==> src/rtl/alu_seq_exec.sv <==
// alu_seq_exec: execute-stage ALU with one-cycle logic/arith/compare ops and
// iterative one-bit-per-cycle shifts behind valid/ready handshakes.  Rev 1.0
`default_nettype none

module alu_seq_exec #(
  parameter int DATA_WIDTH = 32
) (
  input  logic                  clk,
  input  logic                  rst,
  input  logic                  in_valid,
  output logic                  in_ready,
  input  logic [3:0]            alu_control,
  input  logic [DATA_WIDTH-1:0] src_a,
  input  logic [DATA_WIDTH-1:0] src_b,
  output logic                  out_valid,
  input  logic                  out_ready,
  output logic [DATA_WIDTH-1:0] result,
  output logic                  zero,
  output logic                  busy
);

  localparam int SHAMT_W = $clog2(DATA_WIDTH);

  typedef enum logic [1:0] {
    IDLE  = 2'd0,
    SHIFT = 2'd1,
    DONE  = 2'd2
  } state_t;

  state_t                state;
  logic [DATA_WIDTH-1:0] acc;
  logic [DATA_WIDTH-1:0] acc_next;
  logic [DATA_WIDTH-1:0] alu_out;
  logic [SHAMT_W-1:0]    cnt;
  logic [SHAMT_W-1:0]    shamt;
  logic [1:0]            shift_op;
  logic                  is_shift;

  assign shamt     = src_b[SHAMT_W-1:0];
  assign is_shift  = (alu_control == 4'b0101) || (alu_control == 4'b0110) ||
                     (alu_control == 4'b0111);
  assign in_ready  = (state == IDLE);
  assign busy      = (state != IDLE);
  assign out_valid = (state == DONE);

  always_comb begin
    alu_out = '0;
    case (alu_control)
      4'b0000: alu_out = src_a + src_b;
      4'b0001: alu_out = src_a - src_b;
      4'b0010: alu_out = src_a & src_b;
      4'b0011: alu_out = src_a | src_b;
      4'b0100: alu_out = src_a ^ src_b;
      4'b1000: alu_out = {{(DATA_WIDTH-1){1'b0}}, ($signed(src_a) < $signed(src_b))};
      4'b1001: alu_out = {{(DATA_WIDTH-1){1'b0}}, (src_a < src_b)};
      default: alu_out = '0;
    endcase
  end

  // shift_op holds alu_control[1:0]: 01 SLL, 10 SRL, 11 SRA
  always_comb begin
    acc_next = acc;
    case (shift_op)
      2'b01:   acc_next = {acc[DATA_WIDTH-2:0], 1'b0};
      2'b10:   acc_next = {1'b0, acc[DATA_WIDTH-1:1]};
      default: acc_next = {acc[DATA_WIDTH-1], acc[DATA_WIDTH-1:1]};
    endcase
  end

  always_ff @(posedge clk) begin
    if (rst) begin
      state    <= IDLE;
      acc      <= '0;
      cnt      <= '0;
      shift_op <= 2'b00;
      result   <= '0;
      zero     <= 1'b0;
    end else begin
      case (state)
        IDLE: begin
          if (in_valid) begin
            if (is_shift && (shamt != '0)) begin
              acc      <= src_a;
              cnt      <= shamt;
              shift_op <= alu_control[1:0];
              state    <= SHIFT;
            end else if (is_shift) begin
              result <= src_a;
              zero   <= (src_a == '0);
              state  <= DONE;
            end else begin
              result <= alu_out;
              zero   <= (alu_out == '0);
              state  <= DONE;
            end
          end
        end
        SHIFT: begin
          acc <= acc_next;
          cnt <= cnt - SHAMT_W'(1);
          if (cnt == SHAMT_W'(1)) begin
            result <= acc_next;
            zero   <= (acc_next == '0);
            state  <= DONE;
          end
        end
        DONE: begin
          if (out_ready) state <= IDLE;
        end
        default: state <= IDLE;
      endcase
    end
  end

endmodule

`default_nettype wire

==> config.mk <==
export PLATFORM = sky130hd
export DESIGN_NAME = alu_seq_exec
export DESIGN_NICKNAME = d
export VERILOG_FILES = /design/src/rtl/alu_seq_exec.sv
export SDC_FILE = /design/constraint.sdc
export NUM_CORES = 1
export LEC_CHECK = 0
export ABC_AREA = 1
export BUFFER_PORTS_ARGS = -buffer_cell sky130_fd_sc_hd__clkbuf_2
export CORE_ASPECT_RATIO = 0.6
export CORE_MARGIN = 2
export CORE_UTILIZATION = 29
export CTS_BUF_LIST = sky130_fd_sc_hd__clkbuf_4 sky130_fd_sc_hd__clkbuf_8
export CTS_CLUSTER_SIZE = 16
export DETAILED_ROUTE_END_ITERATION = 10
export PLACE_DENSITY = 0.48
export SLEW_MARGIN = 25
export SYNTH_ARGS = -nofsm -noshare
export SYNTH_HDL_FRONTEND = slang
export SYNTH_SLANG_ARGS = --single-unit
==> constraint.sdc <==
create_clock -name clk -period 2.2 [get_ports clk]
set_clock_uncertainty 0.1 [all_clocks]
set_input_delay 0.33 -clock clk [delete_from_list [all_inputs] [get_ports clk]]
set_output_delay 0.33 -clock clk [all_outputs]
set_load 0.02 [all_outputs]
; Word level (Yosys, flattened, before mapping)
; Index checks and enable logic that the tools add are counted.
[totals]
regBits = 74
latch_bits = 0
mem_bits_rw = 0
rom_bits = 0
input_bits = 72
n_memories = 0
[classes]
n_addsub = 3
mul = 0
div_mod_pow = 0
order_cmp = 2
eq_ne = 19
n_shift = 0
n_mux = 23
bitwise = 3
n_reduce_logical = 15
[op_table]
columns = cell, n
row1 = one-hot mux 32 bit (7 select lines), 1
row2 = two-way mux 32 bit, 6
row3 = one-hot mux 32 bit (2 select lines), 3
row4 = logical NOT 32 bit, 3
row5 = < comparator 32 bit, 2
row6 = adder 32 bit, 1
row7 = bitwise AND 32 bit, 1
row8 = OR 32 bit, 1
row9 = subtractor 32 bit, 1
row10 = bitwise XOR 32 bit, 1
row11 = == test 4 x 3 -> 1 bit (second input constant), 4
row12 = two-way mux 5 bit, 2
row13 = one-hot mux 5 bit (2 select lines), 1
row14 = AND reduction 3 bit, 3
row15 = == test 4 x 2 -> 1 bit (second input constant), 2
row16 = == test 4 bit (second input constant), 2
row17 = two-way mux 2 bit, 4
row18 = != test 2 bit (second input constant), 3
row19 = one-hot mux 2 bit (3 select lines), 1
row20 = == test 5 x 1 -> 1 bit (second input constant), 1
row21 = nonzero test 5 bit, 1
row22 = subtractor 5 x 1 -> 5 bit (second input constant), 1
row23 = == test 2 x 1 -> 1 bit (second input constant), 2
row24 = == test 2 bit (second input constant), 2
row25 = other kinds (10), 16

; Logic depth before layout (Yosys ltp)
; Gate-level depths: netlist (run 1).
[depth]
ltp_word = 7
depth_mapped = 24

; Worst setup path before layout (run 1)
; OpenSTA, ideal clock, no wires.
[synth_path]
kind = in2reg
from = input port src_a[0]
to = register zero
setup_time_ns = 0.070
t_arrival_ns = 2.248
slack_ns = -0.218
stages = 21
cell_sequence = inv_1 > ha_1 > fa_1 > inv_1 > nand2_1 > nand3_1 > nand2_1 > nand2_1 > nand2_1 > nand2_1 > nand2_1 > nand3_1 > nand2_1 > inv_1 > nand2_1 > nand3b_1 > nor2_1 > nand2_1 > nand2_1 > nand2_1 > a21oi_1
[synth_between]
elab_chain_len = 7
[synth_rtl]
columns = item, line
row1 = from (decl), 13  ; input logic [DATA_WIDTH-1:0] src_a,
row2 = subtractor 32 bit (tied with other cells), 50  ; 4'b0001: alu_out = src_a - src_b;
row3 = one-hot mux 32 bit (7 select lines), 48  ; case (alu_control)
row4 = logical NOT 32 bit, 93  ; zero <= (alu_out == '0);
row5 = two-way mux 1 bit *, 87  ; end else if (is_shift) begin
row6 = two-way mux 1 bit *, 82  ; if (is_shift && (shamt != '0)) begin
row7 = two-way mux 1 bit *, 81  ; if (in_valid) begin
row8 = one-hot mux 1 bit (2 select lines) *, 79  ; case (state)
row9 = to (signal assigned), 89  ; zero <= (src_a == '0);
row10 = to (signal assigned), 93
row11 = to (signal assigned), 103  ; zero <= (acc_next == '0);
row12 = to (decl), 18  ; output logic zero,
; Every way passes the cells marked *; elsewhere a longest branch is shown, timed or not. The select of a mux whose other input is x is not followed.
; A chain may end at the register's enable or synchronous reset.

; Worst setup path after layout (run 1)
[layout_path]
from = input port src_b[0]
to = register zero
[layout_between]
elab_chain_len = 7
[layout_rtl]
columns = item, line
row1 = from (decl), 14  ; input logic [DATA_WIDTH-1:0] src_b,
row2 = subtractor 32 bit (tied with other cells), 50
row3 = one-hot mux 32 bit (7 select lines), 48
row4 = logical NOT 32 bit, 93
row5 = two-way mux 1 bit, 87
row6 = two-way mux 1 bit, 82
row7 = two-way mux 1 bit, 81
row8 = one-hot mux 1 bit (2 select lines), 79
; Parallel ways exist; a longest one is shown, timed or not. The select of a mux whose other input is x is not followed.

==> results of run 1 <==
cell usage after synthesis, drive strengths merged, types with 4 or more instances:
| cell | number | area (um^2) |
|---|---|---|
| a211oi | 4 | 30.0 |
| a21oi | 150 | 751 |
| a221oi | 23 | 201 |
| a31oi | 11 | 68.8 |
| a32oi | 28 | 245 |
| buf | 42 | 250 |
| clkbuf | 36 | 135 |
| dfxtp | 74 | 1480 |
| ha | 117 | 1460 |
| inv | 334 | 1250 |
| nand2 | 553 | 2080 |
| nand3 | 132 | 691 |
| nand4 | 32 | 200 |
| nor2 | 265 | 1040 |
| nor3 | 15 | 80.1 |
| nor4 | 6 | 37.5 |
| o21ai | 107 | 536 |
| o21bai | 10 | 75.1 |
| o22ai | 8 | 50.1 |
cells in the final DEF (no fill, tap or decap), drive strengths merged, types with 2 or more instances in the layout:
cell type	n
a211oi	4
xor2	2
dfxtp	74
fa	2
o211ai	2
a31oi	11
o22ai	8
clkbuf	111
and2	3
nor2	265
a32oi	28
nor3	15
nand3b	2
nand2	553
nor4	6
o21bai	10
buf	573
a32o	2
bufinv	2
a221oi	23
nand3	132
a21oi	150
o21ai	107
nand4	32
inv	334
clkinvlp	2
ha	117
registers in the layout (all words and copies together), names as in the netlist:
register and flops:
acc 32, result 32, cnt 5, shift_op 2, state 2, zero 1
critical path: stages:
cell and delay (ps):
clkbuf_16 130, ha_4 160, fa_2 400, nand2_4 90, nand2_4 80, nand3_4 100
nand2_4 60, buf_6 110, nand2_1 60, o21ai_2 50, nand2_1 60, nand2_1 60
nor2_2 150, nand3_1 90, nor2_1 110, buf_4 140, nand3b_1 220, nor2_1 170
nand2_1 80, nand2_1 60, nand2_1 60, a21oi_2 140
through the flow:
stage | cells | hold slack [ps]
finish | 3079 | 104
global route | 3079 | 112
CTS | 3051 | 91.7
detailed placement | 2994 | 359
global placement | 2994 | 359
floorplan | 1964 | 346
power by group through the flow:
stage                     logic [W]  registers, W  clock network, W
after global routing        0.00508       0.00163           0.00134
after CTS                   0.00423       0.00161           0.00128
after detailed placement    0.00375       0.00163                 0
final                       0.00472       0.00161           0.00127
after floorplan             0.00169       0.00172                 0
after global placement      0.00374       0.00164                 0
per-layer routing:
| layer | GRT usage | up-vias | routed length, um |
|---|---|---|---|
| li1 | - | 7509 | - |
| met1 | 0.418 | 7142 | 27300 |
| met2 | 0.423 | 557 | 23600 |
| met3 | 0.0557 | 64 | 4530 |
| met4 | 0.0490 | 2 | 1050 |
| met5 | 0 | - | 13 |
cell families after synthesis:
group	Yosys count	synth area share
AO/OA/AOI/OAI	346	0.185
XOR/XNOR	2	0.00162
adder cells (fa/ha/maj)	119	0.139
buffers and inverters	413	0.152
flip-flops	74	0.137
AND/OR/NAND/NOR	1010	0.386
cell type report:
type	count	area, um^2	area share
well taps	504	631	0.0340
clock buffers	12	153	0.00824
clock inverters	4	75.1	0.00405
repair buffers	672	5260	0.284
flip-flops and latches	74	1480	0.0799
inverters	335	1280	0.0693
multi-input cells	1477	9650	0.521
diodes	1	2.50	0.000135
final timing paths:
path | start | end | slack, ps | depth (start not counted)
max | src_b[0] | zero | -490 | 22
min reg2reg | result[0] | result[0] | 370 | 2
min | out_ready | state[1] | 100 | 4
max reg2reg | shift_op[0] | zero | -440 | 9
timing repair:
action | CTS | global route
pin swaps | 75 | 113
gates cloned | 0 | 1
endpoints found under the setup margin | 32 | 67
buffers inserted | 45 | 29
hold buffers | 0 | 0
gates resized for setup | 321 | 304
==> results_dict.tcl, run 1 <==
set metrics [dict create \
    nFillCells 3796 \
    clock_power_share 0.167 \
    synthCells 1964 \
    hpwl_mm 46.1 \
    area_growth_pct 71.3 \
    p_int_w 0.00424 \
    critPathKind "primary input to flip-flop" \
    seq_power_share 0.212 \
    fmax_ghz 0.371 \
    comb_power_share 0.621 \
    nets 2760 \
    critPathMaxFanout 4 \
    crit_required_ps 2420 \
    clockBufferDepth 2 \
    syn_nets 2155 \
    period_share 1.22 \
    routed-via-count 15274 \
    drc_errors 0 \
    violations "setup timing" \
    synth-edff-count 0 \
    grt_pass1_vias 14289 \
    cts_buffers 9 \
    clkSinkCount 74 \
    syn-cell-area_um2 10800 \
    fp.dieW_um 253 \
    post-place-ws_ps -1370 \
    place.port_buffers 107 \
    total_power_w 0.00760 \
    worstMarginPinSlew_ps 1240 \
    grt_pass1_wl_mm 83.5 \
    min_path_type "primary input to flip-flop" \
    slew_viol_final 0 \
    yosysWarnings 0 \
    avgSynthCellArea_um2 5.51 \
    io_pins 108 \
    worstSetupStartpointType "primary input" \
    track_usage 0.283 \
    layout_setup_ws_ps -493 \
    dpl_cell_area_um2 15500 \
    p_leak_nw 9.63 \
    hold_viol_final 0 \
    ir_worst_vdd_uv 319 \
    ant_nets 0 \
    core_um2 36600 \
    post-route-min-period_ps 2690 \
    synth-seq-cells 74 \
    powerDensity_nw_per_um2 410 \
    tns_ps -2220 \
    synthArstFlopShare 0 \
    clk_latency_ps 390 \
    drt_pass1_iterations 5 \
    start_util 0.296 \
    critPathCaptureType "flip-flop" \
    place_congestion 0.983 \
    swShare 0.442 \
    grt_max_degree 70 \
    path_clk_slew_ps 80 \
    status "complete, but fails checks" \
    design_area_um2 18500 \
    synth_ff_type "dfxtp_1" \
    dieArea_um2 38900 \
    die_y_um 154 \
    maxCapViolations 0 \
    rsz0062_at_grt "yes" \
    grt_antenna_before_repair 2 \
    layout-drive-gt1-share 0.446 \
    ys_seq_area_frac 0.137 \
    overflow 0 \
    cts_root_buffer "clkbuf_8" \
    p_sw_w 0.00336 \
    initialDrtViolationCount 1372 \
    htreeDepth 3 \
    synth_cell_type_count 39 \
    arrival_ps 2920 \
    slew_headroom 0.166 \
    cts_tree "yes" \
    wire_per_inst_um 18.4 \
    rows 54 \
    setup_viol 18 \
    drt_wl_total_mm 56.5 \
    vias_per_cell 4.96 \
    fin_util 0.507 \
]
No activity file was read; power rests on OpenSTA's default activity.
==> run 2, diff against run 1 <==
--- a/config.mk
+++ b/config.mk
@@ -15,3 +15,3 @@
 export DETAILED_ROUTE_END_ITERATION = 10
-export PLACE_DENSITY = 0.48
+export PLACE_DENSITY_LB_ADDON = 0.25
 export SLEW_MARGIN = 25
==> constraint.sdc (replaced) <==
create_clock -name clk -period 2.2 [get_ports clk]
set_clock_uncertainty 0.1 [all_clocks]
set_input_delay 0.11 -clock clk [delete_from_list [all_inputs] [get_ports clk]]
set_output_delay 0.11 -clock clk [all_outputs]
set_load 0.02 [all_outputs]
==> run 2 against run 1 <==
Against the previous run:
- the run ends with hold timing, setup timing left
- global-route usage shrank 0.59 points
- total power is 4.5% lower
- via count decreased by 0.70%
- register-to-register slack gained 90 ps
- critical path type is now flip-flop to flip-flop
==> results_dict.tcl, run 2 (synthesis results as in run 1) <==
set metrics [dict create \
    p_leak_nw 9.22 \
    fp.dieW_um 253 \
    wire_per_inst_um 18.3 \
    hpwl_mm 45.8 \
    track_usage 0.277 \
    ir_worst_vdd_uv 304 \
    min_path_type "primary input to flip-flop" \
    fin_util 0.478 \
    grt_pass1_wl_mm 82.2 \
    path_clk_slew_ps 80 \
    layout_setup_ws_ps -353 \
    r2r_cells 9 \
    worstMarginPinSlew_ps 1120 \
    hold_viol_final 1 \
    layout-drive-gt1-share 0.373 \
    die_y_um 154 \
    arrival_ps 2790 \
    grt_antenna_before_repair 0 \
    dp.cells 2993 \
    reg.largest.list "acc x32, result x32, cnt x5" \
    status "complete, but fails checks" \
    layout_commonest_cell "buf_4" \
    design_area_um2 17500 \
    critPathKind "flip-flop to flip-flop" \
    place.port_buffers 107 \
    post-route-min-period_ps 2550 \
    whs_ps -13.9 \
    diodes 0 \
    rsz0062_at_grt "yes" \
    initialDrtViolationCount 1522 \
    final_cells 3048 \
    vias_per_cell 4.98 \
    cts_tree "yes" \
    crit_required_ps 2430 \
    fmax_ghz 0.392 \
    worstSetupStartpointType "flip-flop" \
    cts_root_buffer "clkbuf_8" \
    clk_latency_ps 390 \
    dpl_cell_area_um2 15500 \
    r2r_slack_ps -350 \
    layout_common_cells "buf_4, nand2_1, inv_1" \
    start_util 0.296 \
    dieArea_um2 38900 \
    critPathMaxFanout 7 \
    setup_viol 1 \
    powerDensity_nw_per_um2 416 \
    grt_pass1_vias 14123 \
    startpoint "shift_op[0]" \
    place_congestion 1.00 \
    overflow 0 \
    r2r-start "shift_op[0]" \
    drt_pass1_iterations 6 \
    maxCapViolations 0 \
    htreeDepth 3 \
    routed-via-count 15167 \
    rows 54 \
    violations "hold timing, setup timing" \
    period_share 1.16 \
    cp-endpoint "zero" \
    slew_headroom 0.249 \
    slew_viol_final 0 \
    nets 2731 \
    io_pins 108 \
    clkSinkCount 74 \
    drc_errors 0 \
    cts_buffers 9 \
    ant_nets 0 \
    r2r_end "zero" \
    tns_ps -353 \
    grt_max_degree 101 \
    area_growth_pct 61.4 \
    clockBufferDepth 2 \
    drt_wl_total_mm 55.7 \
    critPathCaptureType "flip-flop" \
    core_um2 36600 \
]
==> run 2: area by class of cell <==
| class | instances | area [um^2] |
|---|---|---|
| clock buffer | 11 | 145 |
| tap | 504 | 631 |
| clock inverter | 4 | 76.3 |
| fill | 3843 | 19100 |
| inverter | 335 | 1280 |
| multi-input combinational | 1477 | 8990 |
| timing repair buffer | 643 | 4850 |
| sequential | 74 | 1480 |
==> run 2: power breakdown <==
group | internal (W) | switching (W)
clock network | 0.000678 | 0.000579
logic | 0.00188 | 0.00251
registers | 0.00150 | 0.000124
==> run 2: worst min path at each step <==
stage,from,to,slack (ps),cells past startpoint
2_1_floorplan,src_b[3],cnt[3],150,2
3_3_place_gp,out_ready,state[1],270,4
3_5_place_dp,out_ready,state[1],270,4
4_1_cts,src_b[3],cnt[3],4,4
5_1_grt,src_b[3],cnt[3],7,4
6_report,src_b[3],cnt[3],-10,4
==> run 2: repair_timing <==
| item | in CTS | in global routing |
|---|---|---|
| resized for setup | 123 | 269 |
| hold buffers | 5 | 0 |
| endpoints found under the hold margin | 10 | 0 |
| endpoints found under the setup margin | 22 | 32 |
| buffers inserted | 13 | 24 |
| pin swaps | 21 | 75 |
| gates cloned | 0 | 0 |
==> run 2: worst max-delay path, cell delays in order, from the launching register on <==
cell	delay, ps
dfxtp_2	340
inv_2	50
ha_4	290
clkinvlp_4	220
buf_6	230
a32oi_2	210
nand4_1	340
nor4_1	350
a21oi_1	190
a21oi_1	170
==> run 2: routing by layer <==
| metal | track usage | up-vias | share of wire |
|---|---|---|---|
| met3 | 0.0440 | 42 | 0.086 |
| met4 | 0.0527 | 0 | 0.017 |
| met1 | 0.418 | 7094 | 0.48 |
| li1 | - | 7435 | - |
| met5 | 0 | - | 0 |
| met2 | 0.410 | 596 | 0.42 |
==> run 2: through the flow <==
step / hold slack [ps] / power, W / worst slack (ps)
final: -13.9 / 0.00726 / -353
after CTS: 4.19 / 0.00682 / -197
after global placement: 273 / 0.00534 / -1140
after floorplan: 154 / 0.00338 / 1.78
after detailed placement: 274 / 0.00536 / -1070
after global routing: 7.39 / 0.00771 / -410
==> run 3, diff against run 2 <==
- CELL_PAD_IN_SITES_DETAIL_PLACEMENT: unset -> 0
- CELL_PAD_IN_SITES_GLOBAL_PLACEMENT: unset -> 1
==> run 3 against run 2 <==
Against the previous run:
- combinational power fell by 3%
- non-clock buffer count fell by 25
- the run ends with setup timing left
- global-route usage rose by 0.086 points
- first-iteration DRC count fell by 17%
- highest routed layer unchanged
- routed wire length fell by 1.4%
- total power fell by 4.1%
- final cell count fell by 0.79%
- worst setup slack improved by 23 ps
- critical path depth did not move
==> results_dict.tcl, run 3 (synthesis results as in run 1) <==
set metrics [dict create \
    vias_per_cell 4.91 \
    die_y_um 154 \
    ant_nets 0 \
    layout_commonest_cell "buf_4" \
    worstMarginPinSlew_ps 715 \
    critPathBufInv 3 \
    arrival_ps 2760 \
    layout_common_cells "buf_4, nand2_1, inv_1" \
    slew_viol_final 0 \
    clockBufferDepth 2 \
    grt_antenna_before_repair 0 \
    hold_depth 4 \
    powerDensity_nw_per_um2 406 \
    hold_viol_final 0 \
    dp.cells 2977 \
    layout-drive-gt1-share 0.377 \
    grt_max_degree 101 \
    grt_pass1_wl_mm 82.1 \
    place.port_buffers 107 \
    comb_power_share 0.610 \
    clkSinkCount 74 \
    diodes 0 \
    fp.dieW_um 253 \
    place_congestion 0.976 \
    clk_latency_ps 390 \
    min_path_type "primary input to flip-flop" \
    crit_slowest_cell "nor4_4" \
    path_delay_family "simple AND/OR/NAND/NOR gates" \
    p_leak_nw 9.07 \
    path_cells "inv_2 > ha_4 > clkinvlp_4 > buf_6 > a32oi_2 > nand4_1 > nor4_4 > a21oi_2 > a21oi_2" \
    p_int_w 0.00379 \
    worstSetupStartpointType "flip-flop" \
    cts_buffers 9 \
    overflow 0 \
    dieArea_um2 38900 \
    r2r_cells 9 \
    critPathCaptureType "flip-flop" \
    fin_util 0.469 \
    htreeDepth 3 \
    swShare 0.456 \
    hpwl_mm 45.8 \
    status "complete, but fails checks" \
    fmax_ghz 0.395 \
    whs_ps 35.0 \
    grt_pass1_vias 13895 \
    routed-via-count 14860 \
    crit_cells 9 \
    setup_viol 1 \
    nets 2706 \
    period_share 1.15 \
    nFillCells 3881 \
    critPathKind "flip-flop to flip-flop" \
    track_usage 0.277 \
    rsz0062_at_grt "yes" \
    post-route-min-period_ps 2530 \
    wire_per_inst_um 18.2 \
    critPathMaxFanout 7 \
    slew_headroom 0.519 \
    maxCapViolations 0 \
    io_pins 108 \
    start_util 0.296 \
    path_clk_slew_ps 90 \
    drc_errors 0 \
    post-place-ws_ps -1140 \
    clock_power_share 0.159 \
    cts_root_buffer "clkbuf_8" \
    crit_required_ps 2430 \
    ir_worst_vdd_uv 303 \
    rows 54 \
    area_growth_pct 58.6 \
    cpMostUsedCell "a21oi_2" \
    p_sw_w 0.00317 \
    reg.largest.list "acc x32, result x32, cnt x5" \
    slowest_delay_ps 440 \
    initialDrtViolationCount 1267 \
    layout_setup_ws_ps -330 \
    seq_power_share 0.231 \
    final_cells 3024 \
    violations "setup timing" \
    drt_wl_total_mm 54.9 \
    drt_pass1_iterations 5 \
    core_um2 36600 \
    cts_tree "yes" \
]
==> run 3: cell count changes in the layout (fill, tap and decap cells not counted), sizes merged <==
cell,change
clkinvlp,+1
bufinv,-1
buf,-29
dlygate4sd3,-1
clkbuf,+3
inv,+1
clkinv,+2
==> run 3: worst reg2reg max path: cells and delay by family, from the launching register on <==
kind	cells	cell delay, ps
compound gates	3	470
fa+ha+maj	1	290
buf+inv	3	470
flops	1	340
simple gates	2	810
==> run 3: worst paths after layout <==
path               start   endpoint  slack, ps
min             src_b[3]     cnt[3]         30
max          shift_op[0]       zero       -330
min reg2reg    result[0]  result[0]        370
max reg2reg  shift_op[0]       zero       -330
==> run 3: per-stage QoR <==
stage / setup TNS, ps / power, W / instance area (um^2)
final: -330 / 0.00696 / 17200
after floorplan: 0 / 0.00338 / 10800
after global placement: -15000 / 0.00526 / 15300
after global routing: -445 / 0.00743 / 17200
after CTS: -268 / 0.00661 / 16200
after detailed placement: -17090 / 0.00527 / 15300
==> run 3: what timing repair did <==
| item | in CTS | in global routing |
|---|---|---|
| pin swaps | 22 | 64 |
| hold buffers | 4 | 0 |
| hold endpoints to repair | 10 | 0 |
| resized for setup | 139 | 224 |
| setup buffers | 9 | 18 |
| setup endpoints to repair | 18 | 22 |
==> run 3: layout make-up <==
type / count / area, um^2 / share of cell area
Timing Repair Buffer: 618 / 4540 / 0.265
Clock buffer: 9 / 124 / 0.00722
Multi-Input combinational cell: 1477 / 9050 / 0.527
Sequential cell: 74 / 1480 / 0.0864
Tap cell: 504 / 631 / 0.0368
Clock inverter: 7 / 68.8 / 0.00401
Inverter: 335 / 1260 / 0.0735
==> run 3: routing by layer <==
layer | GRT usage | vias to the layer above | routed length (um)
met3 | 0.0398 | 47 | 3750
li1 | - | 7384 | -
met5 | 0 | - | 0
met4 | 0.0442 | 0 | 850
met2 | 0.418 | 460 | 23100
met1 | 0.419 | 6969 | 27300
==> run 3: power groups by stage <==
stage	logic, W	registers, W	clock network (W)
floorplan	0.00167	0.00172	0
global placement	0.00363	0.00163	0
detailed placement	0.00364	0.00163	0
CTS	0.00388	0.00160	0.00113
global route	0.00461	0.00163	0.00119
finish	0.00425	0.00161	0.00111
